$ cat src/rtl/oled_cmd_scheduler.sv
// Two-requester command scheduler for an OLED controller: issues the power-on command,
// then round-robins requests. Build macro OLED_AUTO_REFRESH_EN adds a periodic refresh.
module oled_cmd_scheduler #(
    parameter int N_COLOR_BITS  = 8,
    parameter int ACK_TIMEOUT   = 64,
    parameter int REFRESH_TICKS = 600000
) (
    input  logic                    i_CLK,
    input  logic                    i_RST,
    input  logic [1:0]              i_REQ,
    input  logic [1:0]              i_REQ0_MODE,
    input  logic [1:0]              i_REQ1_MODE,
    input  logic [N_COLOR_BITS-1:0] i_REQ0_COLOR,
    input  logic [N_COLOR_BITS-1:0] i_REQ1_COLOR,
    input  logic                    i_READY,
    output logic [1:0]              o_MODE,
    output logic [N_COLOR_BITS-1:0] o_BACKGROUND_COLOR,
    output logic                    o_START,
    output logic [1:0]              o_GNT,
    output logic [1:0]              o_DONE,
    output logic                    o_ERR,
    output logic                    o_INIT_DONE
);

    localparam int ACK_W = $clog2(ACK_TIMEOUT + 1);

    typedef enum logic [2:0] {
        S_INIT,
        S_IDLE,
        S_ISSUE,
        S_ACK,
        S_BUSY
    } state_t;

    state_t                  state_reg;
    logic [ACK_W-1:0]        ack_cnt_reg;
    logic                    rr_prio_reg;   // requester that wins when both request
    logic                    init_cmd_reg;  // command in flight is the power-on command
    logic [1:0]              mode_reg;
    logic [N_COLOR_BITS-1:0] color_reg;
    logic                    start_reg;
    logic [1:0]              gnt_reg;
    logic [1:0]              done_reg;
    logic                    err_reg;
    logic                    init_done_reg;

    logic [1:0]              req_mode  [2];
    logic [N_COLOR_BITS-1:0] req_color [2];
    logic                    pick_valid;
    logic                    pick_id;
    logic [1:0]              pick_onehot;

    assign req_mode[0]  = i_REQ0_MODE;
    assign req_mode[1]  = i_REQ1_MODE;
    assign req_color[0] = i_REQ0_COLOR;
    assign req_color[1] = i_REQ1_COLOR;

    always_comb begin
        pick_valid = |i_REQ;
        pick_id    = (i_REQ == 2'b11) ? rr_prio_reg : i_REQ[1];
    end

    genvar gi;
    generate
        for (gi = 0; gi < 2; gi++) begin : g_onehot
            assign pick_onehot[gi] = pick_valid && (pick_id == 1'(gi));
        end
    endgenerate

`ifdef OLED_AUTO_REFRESH_EN
    localparam int REF_W = $clog2(REFRESH_TICKS + 1);

    logic [REF_W-1:0]        ref_cnt_reg;
    logic                    ref_pend_reg;
    logic                    ref_cmd_reg;
    logic [1:0]              last_mode_reg;
    logic [N_COLOR_BITS-1:0] last_color_reg;
    logic                    ref_tick;

    assign ref_tick = init_done_reg && (ref_cnt_reg == REF_W'(REFRESH_TICKS - 1));

    always_ff @(posedge i_CLK or posedge i_RST) begin
        if (i_RST) begin
            ref_cnt_reg <= '0;
        end else if (!init_done_reg || ref_tick) begin
            ref_cnt_reg <= '0;
        end else begin
            ref_cnt_reg <= ref_cnt_reg + 1'b1;
        end
    end
`endif

    always_ff @(posedge i_CLK or posedge i_RST) begin
        if (i_RST) begin
            state_reg     <= S_INIT;
            ack_cnt_reg   <= '0;
            rr_prio_reg   <= 1'b0;
            init_cmd_reg  <= 1'b0;
            mode_reg      <= 2'b00;
            color_reg     <= '0;
            start_reg     <= 1'b0;
            gnt_reg       <= 2'b00;
            done_reg      <= 2'b00;
            err_reg       <= 1'b0;
            init_done_reg <= 1'b0;
`ifdef OLED_AUTO_REFRESH_EN
            ref_pend_reg   <= 1'b0;
            ref_cmd_reg    <= 1'b0;
            last_mode_reg  <= 2'b01;
            last_color_reg <= '0;
`endif
        end else begin
            start_reg <= 1'b0;
            done_reg  <= 2'b00;
            err_reg   <= 1'b0;
            case (state_reg)
                S_INIT: begin
                    if (i_READY) begin
                        mode_reg     <= 2'b00;
                        color_reg    <= '0;
                        gnt_reg      <= 2'b00;
                        start_reg    <= 1'b1;
                        init_cmd_reg <= 1'b1;
                        ack_cnt_reg  <= '0;
                        state_reg    <= S_ACK;
                    end
                end
                S_IDLE: begin
                    if (pick_valid) begin
                        mode_reg    <= req_mode[pick_id];
                        color_reg   <= req_color[pick_id];
                        gnt_reg     <= pick_onehot;
                        rr_prio_reg <= ~pick_id;
                        state_reg   <= S_ISSUE;
                    end
`ifdef OLED_AUTO_REFRESH_EN
                    else if (ref_pend_reg) begin
                        mode_reg    <= last_mode_reg;
                        color_reg   <= last_color_reg;
                        ref_cmd_reg <= 1'b1;
                        state_reg   <= S_ISSUE;
                    end
`endif
                end
                S_ISSUE: begin
                    start_reg   <= 1'b1;
                    ack_cnt_reg <= '0;
                    state_reg   <= S_ACK;
                end
                S_ACK: begin
                    if (!i_READY) begin
                        state_reg <= S_BUSY;
                    end else if (ack_cnt_reg == ACK_W'(ACK_TIMEOUT - 1)) begin
                        // Interface never acknowledged: abandon; the power-on command is retried.
                        err_reg   <= 1'b1;
                        gnt_reg   <= 2'b00;
                        state_reg <= init_cmd_reg ? S_INIT : S_IDLE;
`ifdef OLED_AUTO_REFRESH_EN
                        ref_cmd_reg <= 1'b0;
`endif
                    end else begin
                        ack_cnt_reg <= ack_cnt_reg + 1'b1;
                    end
                end
                S_BUSY: begin
                    if (i_READY) begin
                        if (init_cmd_reg) begin
                            init_done_reg <= 1'b1;
                            init_cmd_reg  <= 1'b0;
                        end else begin
                            done_reg <= gnt_reg;
                        end
`ifdef OLED_AUTO_REFRESH_EN
                        if (ref_cmd_reg) begin
                            ref_cmd_reg  <= 1'b0;
                            ref_pend_reg <= 1'b0;
                        end else if (!init_cmd_reg) begin
                            last_mode_reg  <= mode_reg;
                            last_color_reg <= color_reg;
                        end
`endif
                        gnt_reg   <= 2'b00;
                        state_reg <= S_IDLE;
                    end
                end
                default: state_reg <= S_INIT;
            endcase
`ifdef OLED_AUTO_REFRESH_EN
            // A new period wins over a same-cycle completion; repeats while pending merge.
            if (ref_tick) begin
                ref_pend_reg <= 1'b1;
            end
`endif
        end
    end

    assign o_MODE             = mode_reg;
    assign o_BACKGROUND_COLOR = color_reg;
    assign o_START            = start_reg;
    assign o_GNT              = gnt_reg;
    assign o_DONE             = done_reg;
    assign o_ERR              = err_reg;
    assign o_INIT_DONE        = init_done_reg;

endmodule
$ cat config.mk
export PLATFORM = sky130hd
export DESIGN_NAME = oled_cmd_scheduler
export DESIGN_NICKNAME = d
export VERILOG_FILES = /design/src/rtl/oled_cmd_scheduler.sv
export SDC_FILE = /design/constraint.sdc
export NUM_CORES = 1
export LEC_CHECK = 0
export ABC_AREA = 1
export BUFFER_PORTS_ARGS = -buffer_cell sky130_fd_sc_hd__buf_2
export CAP_MARGIN = 20
export CORE_AREA = 2 2 62 64
export CTS_CLUSTER_DIAMETER = 150
export DETAILED_ROUTE_END_ITERATION = 10
export DIE_AREA = 0 0 64 66
export PLACE_DENSITY = 0.7
export SYNTH_ARGS = -nofsm -noshare
export SYNTH_HDL_FRONTEND = slang
export SYNTH_SLANG_ARGS = --single-unit
$ cat constraint.sdc
create_clock -name i_CLK -period 1.8 [get_ports i_CLK]
set_input_delay 0.18 -clock i_CLK [delete_from_list [all_inputs] [get_ports i_CLK]]
set_output_delay 0.18 -clock i_CLK [all_outputs]
set_load 0.01 [all_outputs]
# Word-level counts from Yosys, hierarchy flattened
# Cells that the tools add are included.
# classes
add_sub_neg,1
order_cmp,1
n_eq_ne,14
muxes,39
bitwise,2
reduce_logical,16
# op_table
operator,n
8-bit 2-to-1 mux,5
2-bit 2-to-1 mux,11
7-bit 2-to-1 mux,3
7-bit one-hot mux with 3 select lines,1
8-bit one-hot mux with 2 select lines,1
3-bit 2-to-1 mux,5
3-bit one-hot mux with 5 select lines,1
"2-bit != test, second input constant",6
3-bit AND reduction,3
1-bit 2-to-1 mux,8
4-bit AND reduction,2
"7-bit by 1-bit adder with 7-bit output, second input constant",1
"7-bit by 6-bit == test with 1-bit output, second input constant",1
"3-bit by 2-bit == test with 1-bit output, second input constant",2
2-bit one-hot mux with 3 select lines,1
3-bit nonzero test,2
5-bit AND reduction,1
1-bit one-hot mux with 2 select lines,2
2-bit one-hot mux with 2 select lines,1
2-bit nonzero test,2
2-bit OR reduction,2
"3-bit by 1-bit == test with 1-bit output, second input constant",1
"3-bit == test, second input constant",1
3-bit logical NOT,1
8 further kinds,9
# word_totals
ff_bits,29
in_bits,25
word_cells,84

# Depth between registers and ports, before layout
# logic_depth
word_depth,8
depth_mapped,8
ltp_nobuf,8

# Worst setup path before layout
# Ideal clock, no wire load.
# synth_path
path_kind,register to register
from,reg ack_cnt_reg[0]
to,reg ack_cnt_reg[5]
setup_time_ns,0.128
arrival_ns,1.127
path_slack_ns,0.545
stages_incl_launch_ff,8
n_path_buf,0
synth_period_minus_slack_ns,1.255
path_cell_list,dfrtp_1 ha_1 nand2_1 nor2_1 nand3_1 nand3_2 nand2_1 o21ai_0
# synth_via
elab_chain_cells,4
word_cells_on_any_way,7
cone_classes,add/sub (1); eq/ne (2); mux (3); reduce/logical (1)
# synth_lines
item,line,text
start: declaration,36,logic [ACK_W-1:0] ack_cnt_reg;
start signal: assignment,162,ack_cnt_reg <= ack_cnt_reg + 1'b1;
7-bit by 1-bit adder with 7-bit output,162,
7-bit 2-to-1 mux,153,end else if (ack_cnt_reg == ACK_W'(ACK_TIMEOUT - 1)) begin
7-bit 2-to-1 mux,151,if (!i_READY) begin
7-bit one-hot mux with 3 select lines,116,case (state_reg)
# Several ways; a longest one is shown, not always the timed one. The select of a mux whose other input is x is not followed.
# A chain may end at the register's enable or synchronous reset.

# Final worst setup path
# layout_path
from,reg state_reg[1]
to,reg color_reg[0] (netlist: o_BACKGROUND_COLOR[0])
# layout_via
elab_chain_cells,3
word_cells_on_any_way,7
cone_classes,eq/ne (3); mux (1); reduce/logical (3)
# layout_lines
item,line,text
start: declaration,35,state_t state_reg;
start signal: assignment,157,state_reg <= init_cmd_reg ? S_INIT : S_IDLE;
3-bit by 1-bit == test with 1-bit output / 3-bit logical NOT (equally long branches),116,
2-bit != test (no line) / 2-bit nonzero test (equally long branches),n/a,
3-bit AND reduction (no line),n/a,
end signal: assignment,131,color_reg <= req_color[pick_id];
end: declaration,40,logic [N_COLOR_BITS-1:0] color_reg;
# Several ways; a longest one is shown, not always the timed one.

==> run metrics <==
status=completed; first-pass GRT wire length=5.74 mm; CP max FO=12; leakage=1.02 nW; Yosys warnings=0; Max clock buf depth=2; Synth top area share=47.4%; synthesized area per cell=7.33 sq um; Tightest Pin Transition=0.417 ns; Routed Antenna Nets=0; crit end category=flop; Port Buffers=41; max_cap viols=0; Hold WC Path Type=input pin to flop; Avg WL per Cell=10.0 um; EDFF count, synth=0; drt initial violations=71; register bit count reported by yosys=29; Mapped Nets=235; Starting Density=43.1%; fin crit share=82.8%; Residual DRC=0; Clock Latency Late Sink=0.32 ns; Power per Cell Area=1230 mW/mm^2; post-route clock skew=0.00675 ns; via count=1385; post-CTS resize count=0; initial antenna violation count=0; most frequent cell after synthesis=nand2_1; Die H=66 um; Setup CP Type=flop to flop; final net count=283; synthesis-to-layout area growth=20.4%; critical path startpoint category=flop; Relative slew margins=72.1%; register area share after synthesis=47.4%; placement row count=22; setup ws final=0.309 ns; DR pass1 iterations=4; share of layout cells above drive strength 1=23.8%; asr flop ratio synth=100%; post-route setup TNS=0 ns; Tot GR Track Use=17.5%; Switch Pwr=0.990 mW; global placement routability congestion=0.793; Diodes inserted=0; DR vias/cell=4.56; final hold vios=0; cts bufs inserted=5; post-synth cell types=22; dominant cell type by area after synthesis=dfrtp_1; Setup violations, final=0; FILL cells=358; Worst EP arrival=1.74 ns; clk sinks=29; final wirelength=3.05 mm; H-Tree Depth=2; clock transition at the registers of the reported paths=0.09 ns; crit path time final=1.49 ns; RSZ-0062 raised after global routing=false; Cell Area, Synth=0.00153 sq mm; commonest cells in the netlist=71 x nand2_1, 34 x nor2_1, 29 x dfrtp_1, 20 x inv_1, 20 x o21ai_0; worst slack at placement=0.309 ns; die area=0.00422 sq mm; Gate Count Post-Synth=209; die width=64 um; total grt overflow=0; CTS root buf=clkbuf_4; core footprint=0.00355 sq mm; largest net degree at the start of global routing=30; CP Data Required Time=2.05 ns; Post-DP HPWL=2.29 mm; Comb pwr share=44.4%; Clk pwr share=15.2%; VDD IR-drop max=0.707 mV; count of pins over their slew limit=0; Flop pwr share=40.4%; dominant cells by area after synthesis=dfrtp_1 47%, nand2_1 17%, nor2_1 8.3%; CTS tree=yes; f_max=671 MHz; main flop type after synthesis=dfrtp_1; # IOs=42; vias in the first global route=1364; Cell Int Power=1.27 mW; sw frac=43.8%; Largest register FFs=8
path summary, 6_finish.rpt:
kind	startpoint	endpoint	slack (ns)	cells after the start
worst max-delay path	state_reg[1]$_DFFE_PP0P_	o_BACKGROUND_COLOR[0]$_DFFE_PP0P_	0.31	7
worst min register to register	o_INIT_DONE$_DFFE_PP0P_	o_INIT_DONE$_DFFE_PP0P_	0.46	1
min in group asynchronous	i_RST	o_BACKGROUND_COLOR[1]$_DFFE_PP0P_	0.46	4
worst max register to register	state_reg[1]$_DFFE_PP0P_	o_BACKGROUND_COLOR[0]$_DFFE_PP0P_	0.31	7
worst min-delay path	i_READY	state_reg[2]$_DFFE_PP0P_	0.16	2
max in group asynchronous	i_RST	ack_cnt_reg[3]$_DFFE_PP0P_	1.07	4
metrics by stage:
stage	hold slack (ns)	cell area, sq um	power (mW)	utilization (%)	instances
final	0.161	1840	2.26	51.9	304
after global routing	0.182	1840	2.51	51.9	304
after CTS	0.155	1840	2.29	51.9	304
after detailed placement	0.267	1790	1.94	50.5	297
after global placement	0.265	1790	1.93	50.5	297
after floorplan	0.258	1530	1.69	-	209
area by class of cell:
type	count	area, sq um	area share [%]
Sequential cell	29	726	39.3
Clock buffer	5	37.5	2.04
Tap cell	48	60.1	3.26
Clock inverter	1	5.00	0.271
Multi-Input combinational cell	153	696	37.7
Timing Repair Buffer	44	230	12.5
Inverter	24	90.1	4.88
what timing repair did:
action / in CTS / in global routing
hold buffers: 1 / 0
hold endpoints to repair: 29 / 0
buffers inserted: 0 / 0
layer usage:
metal,vias to the layer above,routed length [um],GRT usage [%],part of all wire (%)
li1,748,-,-,-
met1,583,1510,22.5,49
met2,48,1310,27.5,43
met3,6,180,5.28,5.9
met4,0,49,7.07,1.6
met5,-,0,0,0
layout by cell type (no fill, tap or decap):
| cell | synthesis | layout |
|---|---|---|
| a31oi_1 | 1 | 1 |
| clkinv_2 | 0 | 1 |
| buf_2 | 1 | 41 |
| ha_1 | 1 | 1 |
| nand3b_1 | 2 | 2 |
| a21o_1 | 1 | 1 |
| nor3_4 | 1 | 1 |
| nand3_2 | 2 | 2 |
| o21ai_0 | 20 | 20 |
| clkbuf_4 | 0 | 5 |
| nand4_1 | 1 | 1 |
| nor2_4 | 2 | 2 |
| o21ai_2 | 2 | 2 |
| clkinv_1 | 1 | 1 |
| dlygate4sd3_1 | 0 | 1 |
| nand2_1 | 71 | 71 |
| inv_2 | 3 | 3 |
| a21oi_1 | 1 | 1 |
| nor2_1 | 34 | 34 |
| buf_4 | 0 | 2 |
| nand3_1 | 12 | 12 |
| dfrtp_1 | 29 | 29 |
| inv_1 | 20 | 20 |
| nor2_2 | 2 | 2 |
power by group through the flow:
stage                     combinational, mW  sequential, mW  clock (mW)
after floorplan                       0.738           0.950           0
after global placement                 1.00           0.925           0
after detailed placement               1.01           0.928           0
after CTS                              1.02           0.916       0.360
after global routing                   1.17           0.942       0.390
final                                  1.00           0.914       0.344
worst max-delay path, stage by stage (launching register included):
cell and delay, ns:
dfrtp_1 0.42, inv_2 0.12, nand2_1 0.10, nor2_2 0.18, nor2_2 0.08, nand2_1 0.32
nand2_1 0.11, o21ai_2 0.07
cells by family (layout without fill, tap and decap cells):
logic type	Yosys count	count (layout)	share of synthesized area, %
AOI/OAI and AO/OA	25	25	8.91
adders and majority gates	1	1	0.817
buffers and inverters	27	74	7.19
DFF	29	29	47.4
and+or+nand+nor	127	127	35.7
Power figures use the tool's default switching activity.
